## src/rtl/tdm_demux4.sv

```systemverilog
// Receive-side 4:1 TDM demultiplexer: collects four framed words (slot 0 marked by sof)
// and presents them together on lanes a..d with a one-cycle frame_valid pulse.
module tdm_demux4 #(
  parameter int W = 1
) (
  input  logic         clk,
  input  logic         rst_n,
  input  logic [W-1:0] din,
  input  logic         din_valid,
  input  logic         sof,
  output logic [W-1:0] a,
  output logic [W-1:0] b,
  output logic [W-1:0] c,
  output logic [W-1:0] d,
  output logic         s1,
  output logic         s2,
  output logic         frame_valid,
  output logic         err
);

  typedef enum logic {IDLE, RECV} state_e;

  state_e       state_q, state_d;
  logic [1:0]   slot_q, slot_d;
  logic [W-1:0] sh_a_q, sh_a_d, sh_b_q, sh_b_d, sh_c_q, sh_c_d;
  logic [W-1:0] a_q, a_d, b_q, b_d, c_q, c_d, d_q, d_d;
  logic         fv_q, fv_d, err_q, err_d;

  always_ff @(posedge clk or negedge rst_n) begin
    if (!rst_n) begin
      state_q <= IDLE;
      slot_q  <= 2'd0;
      sh_a_q  <= '0;
      sh_b_q  <= '0;
      sh_c_q  <= '0;
      a_q     <= '0;
      b_q     <= '0;
      c_q     <= '0;
      d_q     <= '0;
      fv_q    <= 1'b0;
      err_q   <= 1'b0;
    end else begin
      state_q <= state_d;
      slot_q  <= slot_d;
      sh_a_q  <= sh_a_d;
      sh_b_q  <= sh_b_d;
      sh_c_q  <= sh_c_d;
      a_q     <= a_d;
      b_q     <= b_d;
      c_q     <= c_d;
      d_q     <= d_d;
      fv_q    <= fv_d;
      err_q   <= err_d;
    end
  end

  always_comb begin
    state_d = state_q;
    slot_d  = slot_q;
    sh_a_d  = sh_a_q;
    sh_b_d  = sh_b_q;
    sh_c_d  = sh_c_q;
    a_d     = a_q;
    b_d     = b_q;
    c_d     = c_q;
    d_d     = d_q;
    fv_d    = 1'b0;
    err_d   = 1'b0;
    if (din_valid) begin
      unique case (state_q)
        IDLE: begin
          if (sof) begin
            sh_a_d  = din;
            slot_d  = 2'd1;
            state_d = RECV;
          end
        end
        RECV: begin
          if (sof) begin
            // Early sof: drop the partial frame and restart on this word.
            err_d  = 1'b1;
            sh_a_d = din;
            slot_d = 2'd1;
          end else begin
            unique case (slot_q)
              2'd1: begin
                sh_b_d = din;
                slot_d = 2'd2;
              end
              2'd2: begin
                sh_c_d = din;
                slot_d = 2'd3;
              end
              2'd3: begin
                a_d     = sh_a_q;
                b_d     = sh_b_q;
                c_d     = sh_c_q;
                d_d     = din;
                fv_d    = 1'b1;
                slot_d  = 2'd0;
                state_d = IDLE;
              end
              default: begin
                slot_d  = 2'd0;
                state_d = IDLE;
              end
            endcase
          end
        end
        default: begin
          slot_d  = 2'd0;
          state_d = IDLE;
        end
      endcase
    end
  end

  assign a           = a_q;
  assign b           = b_q;
  assign c           = c_q;
  assign d           = d_q;
  assign s1          = slot_q[1];
  assign s2          = slot_q[0];
  assign frame_valid = fv_q;
  assign err         = err_q;

endmodule

```

## config.mk

```make
export PLATFORM = sky130hd
export DESIGN_NAME = tdm_demux4
export DESIGN_NICKNAME = d
export VERILOG_FILES = /design/src/rtl/tdm_demux4.sv
export SDC_FILE = /design/constraint.sdc
export NUM_CORES = 1
export LEC_CHECK = 0
export CORE_MARGIN = 1.5
export CORE_UTILIZATION = 40
export DETAILED_ROUTE_END_ITERATION = 10
export GPL_TIMING_DRIVEN = 0
export PLACE_DENSITY_LB_ADDON = 0.12
export SYNTH_ARGS = -nofsm -noshare
export SYNTH_HDL_FRONTEND = slang
export SYNTH_SLANG_ARGS = --single-unit
export TNS_END_PERCENT = 1
```

## constraint.sdc

```tcl
create_clock -name clk -period 1.1 [get_ports clk]
set_input_delay 0.33 -clock clk [delete_from_list [all_inputs] [get_ports clk]]
set_output_delay 0.33 -clock clk [all_outputs]
set_load 0.02 [all_outputs]
```

# ---- Yosys cells after proc, flatten, opt, wreduce, memory -nomap -nowiden
# Index checks and enable logic that the tools add are counted.
dict set report word_totals {
  reg_bits 12
  word_cells 38
}
dict set report classes {
  bitwise_logic 2
  n_eq_ne 4
  n_reduce_logical 6
  muxes 15
}
# operator count
set ops {}
lappend ops {{$reduce_and 4->1} 3}
lappend ops {{$mux 1} 10}
lappend ops {{$pmux 2 s2} 2}
lappend ops {{$eq 2x2->1 const B} 2}
lappend ops {{$mux 2} 2}
lappend ops {{$reduce_and 2->1} 2}
lappend ops {{$eq 2x1->1 const B} 1}
lappend ops {{$ne 2x2->1 const B} 1}
lappend ops {{$not 1->1} 2}
lappend ops {{$pmux 1 s2} 1}
lappend ops {{$reduce_or 2->1} 1}

# ---- Depth between registers and ports, before layout
dict set report logic_depth {
  ltp_word 5
  ltp_mapped 4
  mapped_depth_nobuf 4
}

# ---- Worst setup path before layout
# No wires, ideal clock.
dict set report synth_timing {
  path_type {reg2reg}
  startpoint {register slot_q[1]}
  endpoint {register a_q, in the netlist a}
  arrival_ns 1.179
  setup_time_ns 0.125
  slack_ns -0.203
  n_path_buf 0
  required_time_ns 0.975
  stages_incl_launch_ff 4
  path_cell_list {dfrtp_1 ha_1 nand4b_4 mux2_2}
}
dict set report synth_between {
  elab_chain_len 2
}
# item line_no
set synth_lines {}
lappend synth_lines {{start, declared} 24} ;# logic [1:0] slot_q, slot_d;
lappend synth_lines {{start signal, assigned} 44} ;# slot_q <= slot_d;
lappend synth_lines {{$eq 2x2->1} 85} ;# unique case (slot_q)
lappend synth_lines {{$reduce_and 4->1 (no line)} -}
lappend synth_lines {{end signal, assigned} 36} ;# a_q <= '0;
lappend synth_lines {{end signal, assigned} 48} ;# a_q <= a_d;
lappend synth_lines {{end, declared} 26} ;# logic [W-1:0] a_q, a_d, b_q, b_d, c_q, c_d, d_q, d_d;
# Every way passes these cells.
# A chain may end at the register's enable or synchronous reset.

# ---- Final worst setup path
dict set report layout_timing {
  startpoint {register slot_q[0]}
  endpoint {register sh_c_q}
}
dict set report layout_between {
  elab_chain_len 2
}
# item line_no
set layout_lines {}
lappend layout_lines {{$eq 2x2->1} 85}
lappend layout_lines {{$reduce_and 4->1 (no line)} -}
lappend layout_lines {{end signal, assigned} 35} ;# sh_c_q <= '0;
lappend layout_lines {{end signal, assigned} 47} ;# sh_c_q <= sh_c_d;
lappend layout_lines {{end, declared} 25} ;# logic [W-1:0] sh_a_q, sh_a_d, sh_b_q, sh_b_d, sh_c_q, sh_c_d;
# Every way passes these cells.

==> out/results.txt <==
core box area - 0.001301 mm^2
hold_buf cts - 0
Yosys warnings - 0
Max FO, Critical Path - 6
Setup Fix Bufs, Post-CTS - 0
CP Data Arrival Time - 1.38 ns
max_slew headroom - 64.18%
Final Util - 57.40%
post-synth cell types - 18
most frequent cells in the layout - dfrtp_1, mux2_4, buf_2
first drt pass iteration count - 4
Hold WC Path Type - in -> async
total track usage - 15.70%
sequential area share after synthesis - 53.57%
pin count of the biggest net entering global routing - 13
Chip Width - 40.44 um
maximum clock path buffer count - 2
final worst-path cycle share - 111.8%
Layout Skew - 0.007987 ns
Area Overhead vs Synth - 33.26%
port bufs - 12
VDD IR max - 920.5 uV
Final min period - 1.230 ns
GR Overflow Total - 0
Synth area leader - dfrtp_1
num rows - 13
violated checks - setup timing
worst setup path category - reg -> reg
initial antenna violation count - 0
die height - 40.44 um
first-pass GRT wire length - 1.518 mm
ANT nets after route - 0
Syn Inst Count - 41
CTS Buf Count - 3
total routed wirelength - 1.030 mm
worst path required time - 1.25 ns
P per Cell Area - 2355 mW/mm^2
Reg-to-Reg Start - slot_q[0]
LEAKAGE - 0.3772 nW
RSZ-0062 raised after global routing - yes
Worst-path clk slew - 0.07 ns
Net Count, Synth - 49
vias in the first global route - 331
status - finished, violations left
ranking of synthesized cells by area - dfrtp_1, mux2_2, ha_1, nand4b_4, mux2_1
worst skew pair latency - 0.27 ns
Worst Setup End Kind - register
R2R cell count - 4
layout cells sized above 1 - 55.36%
final setup fails - 15
number of I/O pins - 13
Vias/cell - 5.127
DRT iter0 DRCs - 3
number of max-cap violations - 0
post-synth top area share - 53.57%
crit start category - register
Place WS - -0.5319 ns
# H-tree levels - 1
Final Net Count - 66
f_max - 0.8129 GHz
CTS Root Cell - clkbuf_4
Diodes inserted - 0
Tightest Pin Transition - 0.5356 ns
Remaining DRCs - 0
die area - 0.001635 mm^2
Synth Register Bits - 12
Mapped Avg Cell Area - 13.67 um^2
FILL cells - 119
gpl congestion - 0.6790
Final Max Slew Viols - 0
Post-DP HPWL - 794.6 um
clock sinks - 12
area of the mapped netlist - 560.5 um^2
Initial Util - 43.08%
routed vias - 364
CTS tree - built
final hold violations - 0
wire per inst - 14.51 um
R2R Path End - sh_c_q
reg2reg setup slack - -0.13 ns
commonest non-fill, non-tap cell in the layout - dfrtp_1
Hold Slack - 0.4072 ns
Final Worst Setup Slack - -0.1302 ns
report_power, final:
group          switching, mW  internal, mW  total (mW)
registers              0.136         0.606       0.742
logic                  0.366         0.390       0.756
clock network          0.135         0.126       0.261
total                  0.637          1.12        1.76
state kept, by name (all words and copies together) (netlist names):
name,count
b,1
slot_q,2
state_q,1
c,1
d,1
err,1
sh_a_q,1
sh_b_q,1
frame_valid,1
sh_c_q,1
a,1
worst max-delay path: stages, from the launching register on:
cell and delay (ns):
dfrtp_2 0.47, inv_2 0.09, ha_4 0.12, nand4b_1 0.12
mux2_4 0.32
worst max path at each step:
stage | slack, ns | endpoint | startpoint | cells past startpoint
floorplan | -0.11 | sh_c_q | slot_q[0] | 4
global placement | -0.51 | c | sof | 3
detailed placement | -0.53 | sh_c_q | din_valid | 4
CTS | -0.14 | sh_b_q | slot_q[1] | 4
global route | -0.18 | sh_c_q | slot_q[0] | 4
finish | -0.13 | sh_c_q | slot_q[0] | 4
metrics by stage:
| step | total power [mW] | instances | cell area [um^2] | TNS, ns |
|---|---|---|---|---|
| 6_report | 1.759 | 71 | 747.0 | -1.145 |
| 5_1_grt | 1.873 | 71 | 747.0 | -1.771 |
| 4_1_cts | 1.785 | 71 | 747.0 | -1.321 |
| 3_5_place_dp | 1.526 | 68 | 732.0 | -6.679 |
| 3_3_place_gp | 1.484 | 68 | 732.0 | -6.035 |
| 2_1_floorplan | 1.206 | 41 | 593.1 | -0.6697 |
kinds of logic (layout without fill, tap and decap cells):
group	Yosys count	after routing	synth area share, %
AOI/OAI and AO/OA	3	3	4.241
DFF	12	12	53.57
muxes	7	7	14.06
buffers and inverters	5	20	5.357
adders and majority gates	3	3	6.697
and+or+nand+nor	11	11	16.07
Yosys cell counts:
library cell / n
a22o_2: 1
and3_2: 1
and4bb_2: 1
buf_4: 1
buf_6: 1
dfrtp_1: 12
ha_1: 3
inv_1: 3
mux2_1: 2
mux2_2: 5
nand2_1: 2
nand3b_1: 1
nand4b_1: 2
nand4b_4: 1
nor2_1: 1
nor3_1: 2
o21ai_0: 1
o2bb2ai_1: 1
repair_timing:
item | CTS | global route
resized for setup | 42 | 0
setup endpoints to repair | 17 | 16
pin swaps | 1 | 0
hold endpoints to repair | 0 | 0
per-layer routing:
layer  up-vias  global-route usage [%]  routed length, um
li1        174                       -                  -
met1       182                   19.66                457
met2         8                   23.02                527
met3         0                   6.667                 46
met4         0                   7.500                  0
met5         -                       0                  0
cell type report:
cell class,instances,area (um^2),share of cell area (%)
flip-flops and latches,12,302.8,40.54
multi-input cells,24,282.8,37.86
repair buffers,12,90.09,12.06
clock buffers,3,22.52,3.015
plain buffers,2,18.77,2.513
well taps,15,18.77,2.513
inverters,3,11.26,1.508
(Power assumes the default switching activity.)
